$ cat src/rtl/cpu_eu_pkg.sv
// Shared definitions for the self-sequencing execution unit: opcodes,
// sequencer state encoding and flag bit positions.
package cpu_eu_pkg;

  localparam logic [3:0] OP_ADD  = 4'h0;
  localparam logic [3:0] OP_SUB  = 4'h1;
  localparam logic [3:0] OP_AND  = 4'h2;
  localparam logic [3:0] OP_OR   = 4'h3;
  localparam logic [3:0] OP_XOR  = 4'h4;
  localparam logic [3:0] OP_NOT  = 4'h5;
  localparam logic [3:0] OP_SHL  = 4'h6;
  localparam logic [3:0] OP_SHR  = 4'h7;
  localparam logic [3:0] OP_MOV  = 4'h8;
  localparam logic [3:0] OP_LD   = 4'h9;
  localparam logic [3:0] OP_ST   = 4'hA;
  localparam logic [3:0] OP_LDI  = 4'hB;
  localparam logic [3:0] OP_JMP  = 4'hC;
  localparam logic [3:0] OP_JZ   = 4'hD;
  localparam logic [3:0] OP_JC   = 4'hE;
  localparam logic [3:0] OP_HALT = 4'hF;

  typedef enum logic [2:0] {
    ST_RST_WAIT,
    ST_FETCH,
    ST_DECODE,
    ST_MEM,
    ST_IMM,
    ST_HALT
  } state_e;

  // Flag register is packed {C,N,Z}.
  localparam int FLAG_C = 2;
  localparam int FLAG_N = 1;
  localparam int FLAG_Z = 0;

  function automatic logic is_alu_op(input logic [3:0] op);
    return op <= OP_MOV;
  endfunction

endpackage

$ cat src/rtl/cpu_eu_alu.sv
// Combinational ALU for opcodes ADD..MOV; c_o is carry, borrow or the
// bit shifted out, and is cleared by the logical ops and MOV.
module cpu_eu_alu
  import cpu_eu_pkg::*;
#(
  parameter int DW = 16
) (
  input  logic [DW-1:0] r_i,
  input  logic [DW-1:0] s_i,
  input  logic [3:0]    op_i,
  output logic [DW-1:0] result_o,
  output logic          c_o,
  output logic          n_o,
  output logic          z_o
);

  always_comb begin
    result_o = '0;
    c_o      = 1'b0;
    case (op_i)
      OP_ADD: {c_o, result_o} = {1'b0, r_i} + {1'b0, s_i};
      OP_SUB: begin
        result_o = r_i - s_i;
        c_o      = (r_i < s_i);
      end
      OP_AND: result_o = r_i & s_i;
      OP_OR:  result_o = r_i | s_i;
      OP_XOR: result_o = r_i ^ s_i;
      OP_NOT: result_o = ~s_i;
      OP_SHL: begin
        result_o = {s_i[DW-2:0], 1'b0};
        c_o      = s_i[DW-1];
      end
      OP_SHR: begin
        result_o = {1'b0, s_i[DW-1:1]};
        c_o      = s_i[0];
      end
      OP_MOV: result_o = s_i;
      default: ;
    endcase
    n_o = result_o[DW-1];
    z_o = (result_o == '0);
  end

endmodule

$ cat src/rtl/cpu_eu_seq.sv
// Execution unit with its own fetch/decode/execute sequencer, inline
// register file and a single req/rdy memory port.
module cpu_eu_seq
  import cpu_eu_pkg::*;
#(
  parameter int              DW       = 16,
  parameter int              NREG     = 8,
  parameter logic [DW-1:0]   PC_RESET = '0
) (
  input  logic          clk,
  input  logic          reset,
  input  logic [DW-1:0] D_in,
  input  logic          mem_rdy,
  output logic          mem_req,
  output logic          mem_we,
  output logic [DW-1:0] Address,
  output logic [DW-1:0] D_out,
  output logic          C,
  output logic          N,
  output logic          Z,
  output logic [DW-1:0] pc_out,
  output logic [DW-1:0] ir_out,
  output logic          halted,
  output state_e        dbg_state_o
);

  localparam int RA = $clog2(NREG);

  if (DW < 16 || NREG < 2 || NREG != (1 << RA) || 4 + 3 * RA > DW) begin : g_bad_params
    $error("cpu_eu_seq: DW=%0d too narrow for NREG=%0d, or NREG not a power of 2", DW, NREG);
  end

  state_e        state_q, state_d;
  logic [DW-1:0] pc_q, pc_d;
  logic [DW-1:0] ir_q, ir_d;
  logic [2:0]    flags_q, flags_d;
  logic [DW-1:0] addr_hold_q, addr_hold_d;
  logic [DW-1:0] data_hold_q, data_hold_d;
  logic [DW-1:0] rf_q [NREG];

  logic          rf_we;
  logic [RA-1:0] rf_wa;
  logic [DW-1:0] rf_wd;

  logic [3:0]    op;
  logic [RA-1:0] w_f, r_f, s_f;
  logic [DW-1:0] r_val, s_val, alu_res;
  logic          alu_c, alu_n, alu_z;

  assign op    = ir_q[DW-1:DW-4];
  assign w_f   = ir_q[3*RA-1:2*RA];
  assign r_f   = ir_q[2*RA-1:RA];
  assign s_f   = ir_q[RA-1:0];
  assign r_val = rf_q[r_f];
  assign s_val = rf_q[s_f];

  cpu_eu_alu #(.DW(DW)) u_alu (
    .r_i      (r_val),
    .s_i      (s_val),
    .op_i     (op),
    .result_o (alu_res),
    .c_o      (alu_c),
    .n_o      (alu_n),
    .z_o      (alu_z)
  );

  // Handshake: mem_req is a pure decode of state; Address, D_out and mem_we
  // come from registered values, so they hold steady while mem_req is high
  // until the cycle mem_rdy is seen, which completes the transfer.
  always_comb begin
    state_d     = state_q;
    pc_d        = pc_q;
    ir_d        = ir_q;
    flags_d     = flags_q;
    addr_hold_d = addr_hold_q;
    data_hold_d = data_hold_q;
    rf_we       = 1'b0;
    rf_wa       = w_f;
    rf_wd       = alu_res;
    mem_req     = 1'b0;
    mem_we      = 1'b0;
    Address     = pc_q;
    D_out       = '0;
    case (state_q)
      ST_RST_WAIT: state_d = ST_FETCH;
      ST_FETCH: begin
        mem_req = 1'b1;
        if (mem_rdy) begin
          ir_d    = D_in;
          pc_d    = pc_q + DW'(1);
          state_d = ST_DECODE;
        end
      end
      ST_DECODE: begin
        state_d     = ST_FETCH;
        addr_hold_d = r_val;
        data_hold_d = s_val;
        if (is_alu_op(op)) begin
          rf_we           = 1'b1;
          flags_d[FLAG_C] = alu_c;
          flags_d[FLAG_N] = alu_n;
          flags_d[FLAG_Z] = alu_z;
        end else begin
          case (op)
            OP_JMP:       pc_d = r_val;
            OP_JZ:        if (flags_q[FLAG_Z]) pc_d = r_val;
            OP_JC:        if (flags_q[FLAG_C]) pc_d = r_val;
            OP_LD, OP_ST: state_d = ST_MEM;
            OP_LDI:       state_d = ST_IMM;
            OP_HALT:      state_d = ST_HALT;
            default: ;
          endcase
        end
      end
      ST_MEM: begin
        mem_req = 1'b1;
        mem_we  = (op == OP_ST);
        Address = addr_hold_q;
        D_out   = data_hold_q;
        if (mem_rdy) begin
          rf_we   = (op == OP_LD);
          rf_wd   = D_in;
          state_d = ST_FETCH;
        end
      end
      ST_IMM: begin
        mem_req = 1'b1;
        if (mem_rdy) begin
          rf_we   = 1'b1;
          rf_wd   = D_in;
          pc_d    = pc_q + DW'(1);
          state_d = ST_FETCH;
        end
      end
      ST_HALT: ;
      default: state_d = ST_RST_WAIT;
    endcase
  end

  always_ff @(posedge clk or posedge reset) begin
    if (reset) begin
      state_q     <= ST_RST_WAIT;
      pc_q        <= PC_RESET;
      ir_q        <= '0;
      flags_q     <= '0;
      addr_hold_q <= '0;
      data_hold_q <= '0;
      for (int i = 0; i < NREG; i++) rf_q[i] <= '0;
    end else begin
      state_q     <= state_d;
      pc_q        <= pc_d;
      ir_q        <= ir_d;
      flags_q     <= flags_d;
      addr_hold_q <= addr_hold_d;
      data_hold_q <= data_hold_d;
      if (rf_we) rf_q[rf_wa] <= rf_wd;
    end
  end

  assign C           = flags_q[FLAG_C];
  assign N           = flags_q[FLAG_N];
  assign Z           = flags_q[FLAG_Z];
  assign pc_out      = pc_q;
  assign ir_out      = ir_q;
  assign halted      = (state_q == ST_HALT);
  assign dbg_state_o = state_q;

endmodule

$ cat config.mk
export PLATFORM = sky130hd
export DESIGN_NAME = cpu_eu_seq
export DESIGN_NICKNAME = d
export VERILOG_FILES = /design/src/rtl/cpu_eu_pkg.sv /design/src/rtl/cpu_eu_alu.sv /design/src/rtl/cpu_eu_seq.sv
export SDC_FILE = /design/constraint.sdc
export NUM_CORES = 1
export LEC_CHECK = 0
export ABC_AREA = 1
export BUFFER_PORTS_ARGS = -buffer_cell sky130_fd_sc_hd__buf_2
export CAP_MARGIN = 15
export CORE_ASPECT_RATIO = 2
export CORE_MARGIN = 5
export CORE_UTILIZATION = 37
export CTS_BUF_LIST = sky130_fd_sc_hd__clkbuf_16
export CTS_CLUSTER_SIZE = 40
export DETAILED_ROUTE_END_ITERATION = 6
export PLACE_DENSITY = 0.53
export SYNTH_ARGS = -nofsm -noshare
export SYNTH_HDL_FRONTEND = slang
export SYNTH_SLANG_ARGS = --single-unit
$ cat constraint.sdc
create_clock -name clk -period 10.8 [get_ports clk]
set_input_delay 1.62 -clock clk [delete_from_list [all_inputs] [get_ports clk]]
set_output_delay 1.62 -clock clk [all_outputs]
set_load 0.03 [all_outputs]
==> summary.md <==
| Metric | Value |
|---|---|
| Outcome | finished clean |
| TritonCTS clock tree | built |
| Detailed Place HPWL | 44300 um |
| Deepest clock path buffer count | 2 |
| Startpoint types | flop |
| Post-synthesis net count | 2211 |
| Initial antenna violation count | 0 |
| Max Freq | 178 MHz |
| RSZ-0062 raised after global routing | false |
| Setup TNS | 0 ps |
| GR Util All Layers | 26.5% |
| Core Util, Final | 40.9% |
| Die X | 149 um |
| Clk_lat worst skew | 470 ps |
| First-pass GRT wire length | 84900 um |
| Worst path arrival time | 6020 ps |
| Pre-antenna DRT Iters | 6 |
| Clock-pin slew on the worst setup and hold paths | 90 ps |
| NumNets Final | 2231 |
| Final min period | 5620 ps |
| Syn. warnings | 0 |
| Pin count of the biggest net entering global routing | 79 |
| Final period utilization | 52.0% |
| Final slew viol count | 0 |
| Wire per inst | 21.2 um |
| FP Rows | 101 |
| Number of global-route vias before repair | 13892 |
| Kind of critical path | reg2reg |
| Max-slew headroom | 23.3% |
| Initial core utilization | 37.5% |
| Cts-stage hold buffer count | 0 |
| Req. time, crit path | 11200 ps |
| Setup bufs post-CTS | 0 |
| Area of the die | 0.0428 mm^2 |
| Synth Cell Area | 0.0143 mm^2 |
| Finished Layout Cells | 2690 |
| Via count | 14362 |
| Worst-Margin Slew | 1140 ps |
| Worst hold path type | reg2reg |
| Gpl congestion | 1.05 |
| FF-to-FF setup slack | 5180 ps |
| Distinct cells, synth | 45 |
| Die H | 288 um |
| Vias per cell | 5.34 |
| Final hold violation count | 0 |
| Syn Area/Cell | 6.66 um^2 |
| Cells after Synth | 2141 |
| # port buffers | 91 |
| Post-synthesis sequential area ratio | 34.7% |
| Share of cells above drive strength 1 | 10.2% |
| Num Clock Sinks | 198 |
| Final global-route overflow total | 0 |
| Global routing usage on met1 | 26.8% |
| Met3 Use GR | 2.76% |
| M2 GR Usage | 49.5% |
| CTS resizes | 0 |
| Core area | 0.0380 mm^2 |
| Fillers | 4045 |
| Drt drc | 0 |
| Flops & latches, synth | 198 |
| Endpoints failing setup | 0 |
| Setup crit end kind | flop |
| Starting DRC count in detailed routing | 1105 |
| GR peak layer | met2 |
| Area grow syn2layout | 9.10% |
| Dpl cells | 2657 |
| Clk root buf | clkbuf_16 |
| CP Max Fanout | 46 |
| Clock Skews | 14.4 ps |
| # IOs | 92 |
| Cts bufs inserted | 17 |
| Antenna-violating nets left | 0 |
| Final wirelength | 56900 um |
| H-tree Lvls | 4 |
| Number of max-cap violations | 0 |
==> layout make-up <==
cell class / instances / area, um^2 / share of cell area (%)
inverters: 294 / 1110 / 7.14
clock inverters: 15 / 181 / 1.17
repair buffers: 107 / 576 / 3.70
flip-flops and latches: 198 / 4960 / 31.9
multi-input cells: 1543 / 7670 / 49.3
clock buffers: 17 / 425 / 2.73
well taps: 515 / 644 / 4.14
diodes: 1 / 2.50 / 0.0161
==> metal layers <==
layer	part of all wire, %	vias up
met5	0	-
met4	8.9	0
met3	3.6	178
met2	53	521
met1	35	6707
li1	-	6956
==> cell usage in the layout (no fill, tap or decap), drive strengths merged, types with 7 or more instances in the layout <==
master / count
nand2: 592
inv: 301
o21ai: 296
nand3: 231
dfrtp: 198
nor2: 162
buf: 107
a21oi: 101
ha: 49
o211ai: 28
clkbuf: 17
o22ai: 14
nor3: 13
nand4: 11
xor2: 7
==> metrics by stage <==
| step | hold WS, ps | cell area, um^2 | setup WS (ps) |
|---|---|---|---|
| after floorplan | 453 | 14300 | 3780 |
| after global placement | 469 | 15000 | 5400 |
| after CTS | 494 | 15600 | 5340 |
| after detailed placement | 474 | 15000 | 5380 |
| after global routing | 509 | 15600 | 4990 |
| final | 488 | 15600 | 5180 |
==> flip-flops by register name, summed over array words and instances (netlist names) <==
register and flops:
data_hold_q 16, addr_hold_q 16, ir_out 16, dbg_state_o 3, flags_q 3, pc_out 16
rf_q 128
==> final timing paths <==
path	from	to	cells after the start
worst max-delay path	ir_out[4]	flags_q[0]	23
worst min-delay path	data_hold_q[14]	data_hold_q[14]	2
worst max register to register	ir_out[4]	flags_q[0]	23
worst min register to register	data_hold_q[14]	data_hold_q[14]	2
max in group asynchronous	reset	rf_q[92]	4
min in group asynchronous	reset	rf_q[4]	2
==> Yosys cell counts (all sizes together) <==
library cell,count,share of area (%)
nand2,592,16
o21ai,296,11
inv,294,7.7
nand3,231,8.4
dfrtp,198,35
nor2,162,4.6
a21oi,101,3.6
buf,73,2.9
ha,49,4.3
clkbuf,33,0.88
o211ai,28,1.5
o22ai,14,0.61
nor3,13,0.49
nand4,11,0.53
xor2,7,0.43
mux2i,6,0.95
and2,5,0.22
or2,5,0.22
a31oi,4,0.18
mux2,3,0.24
nand3b,3,0.16
o21bai,3,0.16
fa,2,0.28
o31ai,2,0.11
xnor2,2,0.12
a32oi,1,0.061
and3,1,0.044
o221ai,1,0.061
o22a,1,0.061
==> cells by family (layout without fill, tap and decap cells) <==
logic type / count (synthesis) / after routing / share of synthesized area (%)
other: 0 / 1 / 0
AO/OA/AOI/OAI: 451 / 451 / 16.9
adder cells (fa/ha/maj): 51 / 51 / 4.58
AND/OR/NAND/NOR: 1023 / 1023 / 30.5
multiplexers: 9 / 9 / 1.18
buffers and inverters: 400 / 433 / 11.6
XOR/XNOR: 9 / 9 / 0.553
flip-flops: 198 / 198 / 34.7
==> worst max-delay path, stage by stage, from the launching register on <==
cell,delay (ps)
dfrtp_1,350
buf_4,500
inv_1,540
a21oi_1,240
o21ai_0,100
nand2_1,80
inv_1,40
o21ai_0,870
inv_1,140
ha_1,490
inv_1,230
nand2_1,160
nor3_1,580
and2_1,220
nand2_1,110
nand2_1,80
nand2_1,50
nand3_1,100
nand3_1,210
nor2_1,140
nand2_1,70
nor2_1,90
nand3_1,70
nand2_1,70
Power is left out: the tool's default activity adds up to more than one toggle a clock period on the data nets, which glitch-free logic cannot reach.
